`src/rtl/ysyx_23060191_mc_pkg.sv`:
```
// Shared types and defaults for the ysyx_23060191 multi-cycle sequencer.
package ysyx_23060191_mc_pkg;

   typedef enum logic [2:0] {
      S_IF, S_IF_W, S_EX, S_LS, S_LS_W, S_WB, S_HALT, S_FAULT
   } state_e;

   typedef enum logic [1:0] {
      CAUSE_IFETCH  = 2'd0,
      CAUSE_DMEM    = 2'd1,
      CAUSE_ILLEGAL = 2'd2,
      CAUSE_TIMEOUT = 2'd3
   } cause_e;

   localparam logic [31:0] DEFAULT_RESET_PC = 32'h8000_0000;
   localparam int          DEFAULT_TIMEOUT  = 255;

   // HALT and FAULT are absorbing; everything else is live and counts cycles.
   function automatic logic is_live(input state_e s);
      return !(s inside {S_HALT, S_FAULT});
   endfunction

endpackage

```
`src/rtl/ysyx_23060191_wait_timer.sv`:
```
// Response wait counter: cleared outside wait states, flags the cycle whose
// increment would reach TIMEOUT so the FSM can leave on that same edge.
module ysyx_23060191_wait_timer #(
   parameter int TIMEOUT = 255
) (
   input  logic clk,
   input  logic rstn,
   input  logic clr,
   input  logic en,
   output logic hit
);

   localparam int CW = (TIMEOUT < 2) ? 1 : $clog2(TIMEOUT + 1);

   logic [CW-1:0] count;

   always_ff @(posedge clk or negedge rstn) begin
      if (!rstn) begin
         count <= '0;
      end else if (clr) begin
         count <= '0;
      end else if (en && !hit) begin
         count <= count + CW'(1);
      end
   end

   assign hit = (TIMEOUT != 0) && en && (count == CW'(TIMEOUT - 1));

endmodule

```
`src/rtl/ysyx_23060191_mc_ctrl.sv`:
```
// Multi-cycle sequencer: owns PC, IR and retire; talks to imem/dmem over
// valid/ready request and response channels with arbitrary latency.
module ysyx_23060191_mc_ctrl
   import ysyx_23060191_mc_pkg::*;
#(
   parameter int               XLEN     = 32,
   parameter logic [XLEN-1:0]  RESET_PC = DEFAULT_RESET_PC,
   parameter int               TIMEOUT  = DEFAULT_TIMEOUT,
   parameter int               CNT_W    = 64
) (
   input  logic              clk,
   input  logic              rstn,
   output logic              imem_req_valid,
   input  logic              imem_req_ready,
   output logic [XLEN-1:0]   imem_req_addr,
   input  logic              imem_rsp_valid,
   input  logic [31:0]       imem_rsp_data,
   input  logic              imem_rsp_err,
   output logic              dmem_req_valid,
   input  logic              dmem_req_ready,
   output logic [XLEN-1:0]   dmem_req_addr,
   output logic              dmem_req_wen,
   output logic [XLEN-1:0]   dmem_req_wdata,
   output logic [XLEN/8-1:0] dmem_req_wmask,
   input  logic              dmem_rsp_valid,
   input  logic [XLEN-1:0]   dmem_rsp_data,
   input  logic              dmem_rsp_err,
   input  logic              dec_is_load,
   input  logic              dec_is_store,
   input  logic              dec_is_ebreak,
   input  logic              dec_illegal,
   input  logic              dec_wr_en_Rd,
   input  logic [XLEN/8-1:0] dec_lsu_mask,
   input  logic [XLEN-1:0]   exu_res,
   input  logic [XLEN-1:0]   data_Rs2,
   input  logic [XLEN-1:0]   next_pc,
   output logic [XLEN-1:0]   pc,
   output logic [31:0]       inst,
   output logic [XLEN-1:0]   load_data,
   output logic              gpr_wen,
   output logic              retire,
   output logic              halted,
   output logic              fault,
   output logic [1:0]        fault_cause,
   output logic [CNT_W-1:0]  mcycle,
   output logic [CNT_W-1:0]  minstret
);

   state_e state;
   logic   waiting;
   logic   rsp_seen;
   logic   timeout_hit;
   logic   wb_gpr_wen;

   assign imem_req_addr = pc;
   assign waiting       = (state == S_IF_W) || (state == S_LS_W);
   assign rsp_seen      = (state == S_IF_W) ? imem_rsp_valid : dmem_rsp_valid;
   // Stores never write the register file even if the decoder flags Rd.
   assign wb_gpr_wen    = dec_wr_en_Rd && !dec_is_store;

   ysyx_23060191_wait_timer #(.TIMEOUT(TIMEOUT)) u_wait_timer (
      .clk  (clk),
      .rstn (rstn),
      .clr  (!waiting),
      .en   (waiting && !rsp_seen),
      .hit  (timeout_hit)
   );

   // NOTE: every register in this block uses <= so all updates on an edge see
   // the pre-edge values; a blocking = here would create ordering-dependent logic.
   always_ff @(posedge clk or negedge rstn) begin
      if (!rstn) begin
         state          <= S_IF;
         pc             <= RESET_PC;
         inst           <= '0;
         load_data      <= '0;
         imem_req_valid <= 1'b0;
         dmem_req_valid <= 1'b0;
         dmem_req_addr  <= '0;
         dmem_req_wen   <= 1'b0;
         dmem_req_wdata <= '0;
         dmem_req_wmask <= '0;
         gpr_wen        <= 1'b0;
         retire         <= 1'b0;
         halted         <= 1'b0;
         fault          <= 1'b0;
         fault_cause    <= CAUSE_IFETCH;
         mcycle         <= '0;
         minstret       <= '0;
      end else begin
         gpr_wen <= 1'b0;
         retire  <= 1'b0;
         if (is_live(state)) begin
            mcycle <= mcycle + CNT_W'(1);
         end

         unique case (state)
            S_IF: begin
               // Valid rises one cycle after reset release, then is held until accepted.
               if (!imem_req_valid) begin
                  imem_req_valid <= 1'b1;
               end else if (imem_req_ready) begin
                  imem_req_valid <= 1'b0;
                  state          <= S_IF_W;
               end
            end

            S_IF_W: begin
               if (imem_rsp_valid) begin
                  inst <= imem_rsp_data;
                  if (imem_rsp_err) begin
                     state       <= S_FAULT;
                     fault       <= 1'b1;
                     fault_cause <= CAUSE_IFETCH;
                  end else begin
                     state <= S_EX;
                  end
               end else if (timeout_hit) begin
                  state       <= S_FAULT;
                  fault       <= 1'b1;
                  fault_cause <= CAUSE_TIMEOUT;
               end
            end

            S_EX: begin
               if (dec_illegal) begin
                  state       <= S_FAULT;
                  fault       <= 1'b1;
                  fault_cause <= CAUSE_ILLEGAL;
               end else if (dec_is_ebreak) begin
                  state    <= S_HALT;
                  halted   <= 1'b1;
                  retire   <= 1'b1;
                  minstret <= minstret + CNT_W'(1);
               end else if (dec_is_load || dec_is_store) begin
                  state          <= S_LS;
                  dmem_req_valid <= 1'b1;
                  dmem_req_addr  <= exu_res;
                  dmem_req_wen   <= dec_is_store;
                  dmem_req_wdata <= data_Rs2;
                  dmem_req_wmask <= dec_lsu_mask;
               end else begin
                  state    <= S_WB;
                  gpr_wen  <= wb_gpr_wen;
                  retire   <= 1'b1;
                  minstret <= minstret + CNT_W'(1);
               end
            end

            S_LS: begin
               if (dmem_req_ready) begin
                  dmem_req_valid <= 1'b0;
                  state          <= S_LS_W;
               end
            end

            S_LS_W: begin
               if (dmem_rsp_valid) begin
                  load_data <= dmem_rsp_data;
                  if (dmem_rsp_err) begin
                     state       <= S_FAULT;
                     fault       <= 1'b1;
                     fault_cause <= CAUSE_DMEM;
                  end else begin
                     state    <= S_WB;
                     gpr_wen  <= wb_gpr_wen;
                     retire   <= 1'b1;
                     minstret <= minstret + CNT_W'(1);
                  end
               end else if (timeout_hit) begin
                  state       <= S_FAULT;
                  fault       <= 1'b1;
                  fault_cause <= CAUSE_TIMEOUT;
               end
            end

            S_WB: begin
               pc             <= next_pc;
               imem_req_valid <= 1'b1;
               state          <= S_IF;
            end

            S_HALT, S_FAULT: begin
            end

            default: begin
            end
         endcase
      end
   end

endmodule

```
`config.mk`:
```
export PLATFORM = sky130hd
export DESIGN_NAME = ysyx_23060191_mc_ctrl
export DESIGN_NICKNAME = d
export VERILOG_FILES = /design/src/rtl/ysyx_23060191_mc_pkg.sv /design/src/rtl/ysyx_23060191_wait_timer.sv /design/src/rtl/ysyx_23060191_mc_ctrl.sv
export SDC_FILE = /design/constraint.sdc
export NUM_CORES = 1
export LEC_CHECK = 0
export ABC_AREA = 0
export BUFFER_PORTS_ARGS = -buffer_cell sky130_fd_sc_hd__buf_2
export CAP_MARGIN = 5
export CORE_AREA = 2 2 198 200
export CTS_CLUSTER_DIAMETER = 50
export DETAILED_ROUTE_END_ITERATION = 10
export DIE_AREA = 0 0 200 202
export GPL_TIMING_DRIVEN = 1
export PLACE_DENSITY = 0.7
export SLEW_MARGIN = 20
export SYNTH_ARGS = -nofsm -noshare
export SYNTH_HDL_FRONTEND = slang
export SYNTH_HIERARCHICAL = 1
export SYNTH_SLANG_ARGS = --single-unit
```
`constraint.sdc`:
```
create_clock -name clk -period 2.2 [get_ports clk]
set_clock_uncertainty 0.05 [all_clocks]
set_input_delay 0.66 -clock clk [delete_from_list [all_inputs] [get_ports clk]]
set_output_delay 0.66 -clock clk [all_outputs]
set_load 0.1 [all_outputs]
```
==> impl_metrics.json <==
{
  "fin_crit_sh": 1.00,
  "synth_area_um2": 13600,
  "synth_seq_cells": 312,
  "setup_viol": 2,
  "pre_cts_slack_ns": -0.338,
  "io_pins": 510,
  "hp-class": "in -> reg",
  "startpoint": "imem_req_addr[31]",
  "dieArea_um2": 40400,
  "vias": 10800,
  "antenna_found_initial": 3,
  "fin_tns_setup_ns": -0.0202,
  "slew_headroom": 0.617,
  "hpwlAfterDp_um": 29000,
  "cp-end-kind": "primary output",
  "r2r_cells": 9,
  "max_freq_mhz": 452,
  "nFillCells": 3365,
  "grt_pass1_vias": 10900,
  "cts.path.max_buffers": 3,
  "tightest_slew_ns": 0.579,
  "synth-async-reset-ratio": 1.00,
  "cts.sinks": 312,
  "critical_path.max_stage_delay_ns": 0.55,
  "r2r_slack_ns": 0.07,
  "layout-drive-gt1-share": 0.538,
  "grt_overflow": 0,
  "hold_viol": 0,
  "nets": 1887,
  "cp.arrival_ns": 1.50,
  "globalplace.congestion": 0.854,
  "drv_slew": 0,
  "viasPerCell": 4.79,
  "met2_usage": 0.314,
  "path_class": "reg -> out",
  "coreArea_um2": 38300,
  "failed_checks": "setup timing",
  "postRouteAntennaNets": 0,
  "initial_utilization": 0.355,
  "path_cells": "buf_2",
  "totalWireLength_um": 38800,
  "synth-edff-count": 0,
  "clock_latency_ns": 0.54,
  "path_depth": 1,
  "cts_tree": "built",
  "cpMaxStageDelayCell": "dfstp_2",
  "grt_max_degree": 66,
  "postSynthNetCount": 1332,
  "reg2reg_to": "minstret[26]",
  "period_needed_ns": 2.21,
  "ys_warn_count": 6,
  "status": "complete, but fails checks",
  "rows": 72,
  "grt_use_met3": 0.0611,
  "yosysSeqAreaShare": 0.575,
  "critPathLaunchType": "register",
  "area_growth_pct": 39.1,
  "critPathCapture": "imem_req_addr[31]",
  "synth_cell_types": 69,
  "grt_use_met1": 0.219,
  "grt_pass1_wl_um": 59500,
  "timing.rr.start": "state[2]",
  "cts-root-buf": "clkbuf_16",
  "multiInputGateArea_um2": 5490,
  "syn_inst": 1151,
  "layout_common_cells": "buf_2, dfrtp_1, nand2_1",
  "crit_fanout": 3,
  "fp.dieH_um": 202,
  "first_pass_iters": 4,
  "crit_family": "flip-flops",
  "grt_busiest_layer": "met2",
  "rsz0062_at_grt": "true",
  "synth.avg_cell_area_um2": 11.8,
  "finish.instance_area_um2": 18900,
  "fp.dieW_um": 200,
  "track_usage": 0.188,
  "cp.required_ns": 1.49,
  "io_buffer_count": 509,
  "layout_commonest_cell": "buf_2",
  "seqCellArea_um2": 8010,
  "cts_htree_levels": 2,
  "wl_per_cell_um": 17.2,
  "place_area_um2": 17300,
  "fin_ws_ns": -0.0103,
  "drt_iter0_markers": 410,
  "drc_errors": 0,
  "clk_pin_slew_ns": 0.06,
  "critPathBufInv": 1,
  "maxCapViolations": 0,
  "cts_buffers": 39,
  "synth_flop_cell": "dfrtp_1"
}
-- worst min-delay path by stage --
stage | startpoint | endpoint | slack (ns) | cells after the start
after floorplan | rstn | dmem_req_addr[0] | 0.31 | 0
after global placement | halted | halted | 0.40 | 1
after detailed placement | load_data[14] | load_data[14] | 0.41 | 2
after CTS | dmem_rsp_data[18] | load_data[18] | 0.22 | 3
after global routing | dmem_rsp_data[27] | load_data[27] | 0.23 | 3
final | dmem_rsp_data[18] | load_data[18] | 0.25 | 3
-- per-stage QoR --
stage	util	hold WS, ns	std cells
floorplan	-	0.314	1151
global placement	0.451	0.396	2178
detailed placement	0.451	0.407	2178
CTS	0.487	0.217	2250
global route	0.493	0.232	2254
finish	0.493	0.254	2255
-- flip-flops by register name, indices dropped and copies added, names as in the netlist, 2 cells and up --
| signal | count |
|---|---|
| dmem_req_wmask | 4 |
| imem_req_addr | 32 |
| inst | 32 |
| mcycle | 64 |
| fault_cause | 2 |
| load_data | 32 |
| minstret | 64 |
| u_wait_timer/count | 8 |
| state | 3 |
| dmem_req_addr | 32 |
| dmem_req_wdata | 32 |
-- per-layer routing --
metal,vias up,wire [µm],share of wire
met5,-,27,0.00070
met3,83,3400,0.087
met1,5214,15100,0.39
met2,450,18800,0.49
li1,5054,-,-
met4,4,1440,0.037
-- cells by family (layout without fill, tap and decap cells) --
logic type / count (synthesis) / in the layout / share of synthesized area
and+or+nand+nor: 433 / 433 / 0.162
DFF: 312 / 312 / 0.575
muxes: 138 / 138 / 0.115
xor gates and xnor gates: 126 / 126 / 0.0813
buffers and inverters: 90 / 675 / 0.0366
AOI/OAI and AO/OA: 48 / 48 / 0.0258
adders and majority gates: 4 / 4 / 0.00369
other: 0 / 1 / 0
-- repair_timing --
item | 4_1_cts | 5_1_grt
setup endpoints to repair | 38 | 44
pin swaps | 2 | 8
setup buffers | 0 | 4
gates resized for setup | 10 | 40
hold buffers | 1 | 0
hold endpoints to repair | 23 | 0
-- cell usage after synthesis, drive strengths merged, types with 5 or more instances --
master | count | area share
nand2 | 166 | 0.046
nand3 | 37 | 0.014
nor4 | 22 | 0.014
nor2b | 5 | 0.0023
and3 | 21 | 0.0098
inv | 23 | 0.0064
xor2 | 79 | 0.051
or2 | 5 | 0.0023
nor3 | 55 | 0.021
buf | 46 | 0.024
dfrtp | 311 | 0.57
o21ai | 5 | 0.0018
nand2b | 5 | 0.0023
mux2 | 138 | 0.12
nand4 | 38 | 0.019
clkbuf | 20 | 0.0055
xnor2 | 47 | 0.030
nor2 | 52 | 0.014
a21oi | 12 | 0.0044
-- cell type report --
cell class / count / area share
clock buffers: 53 / 0.0583
diodes: 1 / 0.000133
flip-flops and latches: 312 / 0.424
multi-input cells: 749 / 0.291
inverters: 23 / 0.00457
repair buffers: 581 / 0.176
clock inverters: 18 / 0.0115
well taps: 518 / 0.0343
Power is left out: the tool's default activity adds up to more than one toggle a clock period on the data nets, which glitch-free logic cannot reach.
